$ cat config.mk
export PLATFORM = sky130hd
export DESIGN_NAME = buffer_loader
export DESIGN_NICKNAME = d
export VERILOG_FILES = /design/src/rtl/buffer_loader.sv
export SDC_FILE = /design/constraint.sdc
export NUM_CORES = 1
export LEC_CHECK = 0
export ABC_CLOCK_PERIOD_IN_PS = 3000
export CAP_MARGIN = 20
export CORE_MARGIN = 5
export CORE_UTILIZATION = 46
export CTS_CLUSTER_SIZE = 16
export DETAILED_ROUTE_END_ITERATION = 8
export DONT_BUFFER_PORTS = 1
export HOLD_SLACK_MARGIN = 0.03
export PLACE_DENSITY = 0.72
export SYNTH_ARGS = -nofsm -noshare
export SYNTH_HDL_FRONTEND = slang
export SYNTH_SLANG_ARGS = --single-unit
$ cat constraint.sdc
create_clock -name clk -period 3 [get_ports clk]
set_input_delay 0.3 -clock clk [delete_from_list [all_inputs] [get_ports clk]]
set_output_delay 0.3 -clock clk [all_outputs]
set_load 0.005 [all_outputs]
$ cat src/rtl/buffer_loader.sv
// buffer_loader: write-side sequencer for the buffer_mult weight buffer.
// Loads load_len stream words into buffer addresses 0..load_len-1, waits one
// GAP cycle so the final write commits, then replays the buffer n_pass times
// by driving the read address.
// Optional feature macro: BUFFER_LOADER_ERR_EN adds a sticky err output that
// flags a start outside IDLE or a start with an illegal load_len.
//
// Handshake rule: a stream word transfers on a rising edge where in_valid and
// in_ready are both high. in_ready is a register and does not depend on
// in_valid in the same cycle. rd_hold stalls the sweep: while it is high at a
// rising edge, rdb_addr, rd_vld and rd_last keep their values.

`ifndef CNN_XLEN
`define CNN_XLEN 16
`endif
`ifndef ADDR_B
`define ADDR_B 6
`endif
`ifndef CAP_B
`define CAP_B 4
`endif

module buffer_loader #(
  parameter int DATA_WID = `CNN_XLEN,
  parameter int ADDR_B   = `ADDR_B,
  parameter int CAP_B    = `CAP_B,
  parameter int PASS_B   = 8
) (
  input  logic                clk,
  input  logic                reset,
  input  logic                start,
  input  logic [CAP_B:0]      load_len,
  input  logic [PASS_B-1:0]   n_pass,
  input  logic                in_valid,
  input  logic [DATA_WID-1:0] in_data,
  output logic                in_ready,
  output logic                wrb,
  output logic [ADDR_B-1:0]   wrb_addr,
  output logic [DATA_WID-1:0] wrb_data,
  output logic [ADDR_B-1:0]   rdb_addr,
  input  logic                rd_hold,
  output logic                rd_vld,
  output logic                rd_last,
  output logic                busy,
  output logic                done,
`ifdef BUFFER_LOADER_ERR_EN
  output logic                err,
`endif
  output logic [1:0]          state_dbg
);

  typedef enum logic [1:0] {S_IDLE, S_LOAD, S_GAP, S_SWEEP} state_t;

  localparam logic [CAP_B:0]    MAX_LEN = (CAP_B+1)'(1) << CAP_B;
  localparam logic [CAP_B:0]    LEN_ONE = (CAP_B+1)'(1);
  localparam logic [PASS_B-1:0] NP_ONE  = PASS_B'(1);

  state_t              state;
  logic [CAP_B:0]      len_q;
  logic [PASS_B-1:0]   np_q;
  logic [CAP_B-1:0]    wr_cnt;
  logic [CAP_B-1:0]    rd_cnt;
  logic [PASS_B-1:0]   pass_cnt;

  logic                start_ok;
  logic                last_wr;
  logic                last_addr;
  logic                last_pass;
  logic [CAP_B-1:0]    rd_nxt;
  logic [PASS_B-1:0]   pass_nxt;
  logic                rd_last_nxt;
  logic                first_last;

  assign state_dbg = state;

  // Decode counter end conditions and the next sweep position.
  always_comb begin
    start_ok    = (load_len != '0) && (load_len <= MAX_LEN);
    last_wr     = ({1'b0, wr_cnt} == (len_q - LEN_ONE));
    last_addr   = ({1'b0, rd_cnt} == (len_q - LEN_ONE));
    last_pass   = (pass_cnt == (np_q - NP_ONE));
    rd_nxt      = rd_cnt + 1'b1;
    pass_nxt    = pass_cnt;
    if (last_addr) begin
      rd_nxt   = '0;
      pass_nxt = pass_cnt + 1'b1;
    end
    rd_last_nxt = ({1'b0, rd_nxt} == (len_q - LEN_ONE)) && (pass_nxt == (np_q - NP_ONE));
    first_last  = (len_q == LEN_ONE) && (np_q == NP_ONE);
  end

  // Job sequencer: state, counters and all registered outputs.
  always_ff @(posedge clk or negedge reset) begin
    if (!reset) begin
      state    <= S_IDLE;
      len_q    <= '0;
      np_q     <= '0;
      wr_cnt   <= '0;
      rd_cnt   <= '0;
      pass_cnt <= '0;
      in_ready <= 1'b0;
      wrb      <= 1'b0;
      wrb_addr <= '0;
      wrb_data <= '0;
      rdb_addr <= '0;
      rd_vld   <= 1'b0;
      rd_last  <= 1'b0;
      busy     <= 1'b0;
      done     <= 1'b0;
`ifdef BUFFER_LOADER_ERR_EN
      err      <= 1'b0;
`endif
    end else begin
      done <= 1'b0;
      wrb  <= 1'b0;
      case (state)
        S_IDLE: begin
          if (start && start_ok) begin
            len_q    <= load_len;
            np_q     <= n_pass;
            wr_cnt   <= '0;
            in_ready <= 1'b1;
            busy     <= 1'b1;
            state    <= S_LOAD;
          end
        end
        S_LOAD: begin
          if (in_valid && in_ready) begin
            wrb      <= 1'b1;
            wrb_addr <= ADDR_B'(wr_cnt);
            wrb_data <= in_data;
            wr_cnt   <= wr_cnt + 1'b1;
            if (last_wr) begin
              in_ready <= 1'b0;
              state    <= S_GAP;
            end
          end
        end
        S_GAP: begin
          if (np_q == '0) begin
            busy  <= 1'b0;
            done  <= 1'b1;
            state <= S_IDLE;
          end else begin
            rd_cnt   <= '0;
            pass_cnt <= '0;
            rdb_addr <= '0;
            rd_vld   <= 1'b1;
            rd_last  <= first_last;
            state    <= S_SWEEP;
          end
        end
        S_SWEEP: begin
          if (!rd_hold) begin
            if (last_addr && last_pass) begin
              rd_vld  <= 1'b0;
              rd_last <= 1'b0;
              busy    <= 1'b0;
              done    <= 1'b1;
              state   <= S_IDLE;
            end else begin
              rd_cnt   <= rd_nxt;
              pass_cnt <= pass_nxt;
              rdb_addr <= ADDR_B'(rd_nxt);
              rd_last  <= rd_last_nxt;
            end
          end
        end
        default: state <= S_IDLE;
      endcase
`ifdef BUFFER_LOADER_ERR_EN
      if (start && ((state != S_IDLE) || !start_ok)) begin
        err <= 1'b1;
      end
`endif
    end
  end

endmodule

==> flow_summary.json <==
{
  "combPwrFrac": 0.016,
  "ios": 70,
  "layout_commonest_cell": "nand2_1",
  "cp-start-kind": "flip-flop",
  "antenna_found_initial": 0,
  "synth_seq_area_share": 0.390,
  "fin_cells": 504,
  "clk_pin_slew_ns": 0.07,
  "fp-row-count": 32,
  "hp-class": "in2reg",
  "cp.arrival_ns": 3.07,
  "path_cells": "or4_4 > nand2b_4 > xor2_1 > a21boi_0 > nand3_2 > and4_1 > a221o_1",
  "n_antenna_cell": 0,
  "switching_share": 0.223,
  "p_int_mw": 1.18,
  "status": "completed",
  "synthArstFlopShare": 1.00,
  "insertion_delay_ns": 0.35,
  "power.share.clock": 0.477,
  "routedWlPerCell_um": 17.5,
  "first_iter_violations": 193,
  "period_share": 0.950,
  "yosys_warnings": 0,
  "cts_buffers": 9,
  "clkSinkCount": 57,
  "rsz0062_at_grt": "false",
  "fin_area_um2": 3950,
  "regArea_um2": 1430,
  "core_area_um2": 7730,
  "fmax_mhz": 351,
  "crit_type": "reg2reg",
  "htreeDepth": 3,
  "synth_edf_count": 0,
  "synthToLayoutAreaGrowth_pct": 8.15,
  "worst_pin_slew_ns": 0.781,
  "cpPeakStageDelay_ns": 0.60,
  "syn_avg_cell_area_um2": 9.23,
  "placed_area_um2": 3720,
  "antenna_left": 0,
  "finish.utilization": 0.511,
  "min_period_ns": 2.85,
  "globalplace.congestion": 0.860,
  "wl_um": 8810,
  "start_util": 0.473,
  "hold_viol": 0,
  "cp_num_buf_inv": 0,
  "nNetsFinal": 442,
  "fin_tns_setup_ns": 0,
  "finalPower_mw": 1.52,
  "die_h_um": 99.1,
  "setup_viol": 0,
  "cpMaxStageDelayCell": "or4_4",
  "dp_cells": 486,
  "drive_gt1_frac": 0.132,
  "root_buffer": "clkbuf_8",
  "grt_max_degree": 58,
  "synth.area.top_cells": "dfrtp_1 (39%), nand2_1 (8.5%), mux2_2 (4.6%), xnor2_1 (4.1%), ha_1 (3.8%)",
  "dp_slack_ns": 0.204,
  "critical-path-top-delay-family": "simple AND/OR/NAND/NOR gates",
  "syn_area_um2": 3650,
  "drv_slew": 0,
  "peakVddDrop_mv": 0.242,
  "worst_setup_path_end_kind": "flip-flop",
  "vias_per_cell": 5.71,
  "grtUsageTotal": 0.185,
  "setup_ws_ns": 0.149,
  "crit_required_ns": 3.22,
  "dr.pass1.iters": 5,
  "synth_top_area_share": 0.390,
  "synthCells": 396,
  "finalClockSkew_ns": 0.0124,
  "maxCapViolations": 0,
  "critPathMaxFanout": 11,
  "die_x_um": 99.1,
  "synth-main-ff-cell": "dfrtp_1",
  "power_switching_mw": 0.339,
  "design.die.area_um2": 9830,
  "fillers": 722,
  "multiInputGateArea_um2": 2080,
  "grt_pass1_vias": 2846,
  "max_slew_margin": 0.478,
  "dpl.hpwl_um": 6510,
  "io_buffers": 0,
  "overflow": 0,
  "grt_pass1_wl_um": 14600,
  "power_leakage_nw": 1.89,
  "synth_cell_types": 70,
  "layout_common_cells": "nand2_1 (83), dfrtp_1 (57), xnor2_1 (17), o21ai_0 (16)",
  "cts_max_path_buffers": 2,
  "yosys.area.top_type": "dfrtp_1",
  "whs_ns": 0.0524,
  "powerDensity_nw_per_um2": 384,
  "route.detailed.drc": 0,
  "cts_tree": "done",
  "num_vias": 2879,
  "yosys_register_bits": 57,
  "seqPwrFrac": 0.507
}
## routing by layer
layer  routed length, µm  share of wire  track usage
met1                3680           0.42        0.240
met2                4260           0.48        0.287
met3                 668          0.076       0.0484
met4                 208          0.024       0.0903
met5                   0              0            0
## flip-flops by register name (all words and copies together) (netlist names)
signal     flops
wrb_data      16
np_q           8
pass_cnt       8
len_q          5
rdb_addr       4
wr_cnt         4
wrb_addr       4
state_dbg      2
busy           1
done           1
in_ready       1
rd_last        1
rd_vld         1
wrb            1
## power groups by stage
stage	clock [mW]	sequential (mW)	combinational [mW]
floorplan	0	0.783	0.00761
global placement	0	0.783	0.00433
detailed placement	0	0.783	0.00434
CTS	0.735	0.768	0.0256
global route	0.766	0.768	0.0286
finish	0.723	0.768	0.0245
## kinds of logic after synthesis
logic type / synth area share
flops: 0.390
other cells: 0.00103
mux: 0.0490
fa+ha+maj: 0.0404
xor+xnor: 0.0880
simple gates: 0.238
compound gates: 0.150
buf+inv: 0.0442
## final timing paths
| check | start | end | slack, ns | cells after the start |
|---|---|---|---|---|
| setup / recovery | np_q[3] | pass_cnt[3] | 0.15 | 7 |
| hold / removal | in_data[14] | wrb_data[14] | 0.05 | 2 |
| setup reg to reg | np_q[3] | pass_cnt[3] | 0.15 | 7 |
| hold reg to reg | wrb_data[14] | wrb_data[14] | 0.51 | 2 |
| max in group asynchronous | reset | pass_cnt[7] | 2.24 | 2 |
| min in group asynchronous | reset | wrb_data[3] | 0.51 | 2 |
## what timing repair did
action / 4_1_cts / 5_1_grt
buffers inserted: 0 / 0
hold endpoints to repair: 57 / 0
hold buffers: 2 / 0
gates resized for setup: 0 / 0
## cells in the mapped netlist, drive strengths merged, types with 9 or more instances
| master | number |
|---|---|
| nand3 | 14 |
| nor2 | 14 |
| inv | 15 |
| xnor2 | 17 |
| clkbuf | 10 |
| nand2 | 83 |
| dfrtp | 57 |
| xor2 | 12 |
| o21ai | 19 |
| buf | 9 |
| mux2 | 15 |
| a21oi | 9 |
| nor3 | 10 |
| ha | 11 |
## final cells by class
class | count | area share
inverter | 15 | 0.0142
timing repair buffer | 6 | 0.0171
sequential | 57 | 0.361
clock inverter | 5 | 0.0139
clock buffer | 11 | 0.0358
multi-input combinational | 308 | 0.526
tap | 102 | 0.0323
Note: power is estimated with default switching activity, not from simulation.
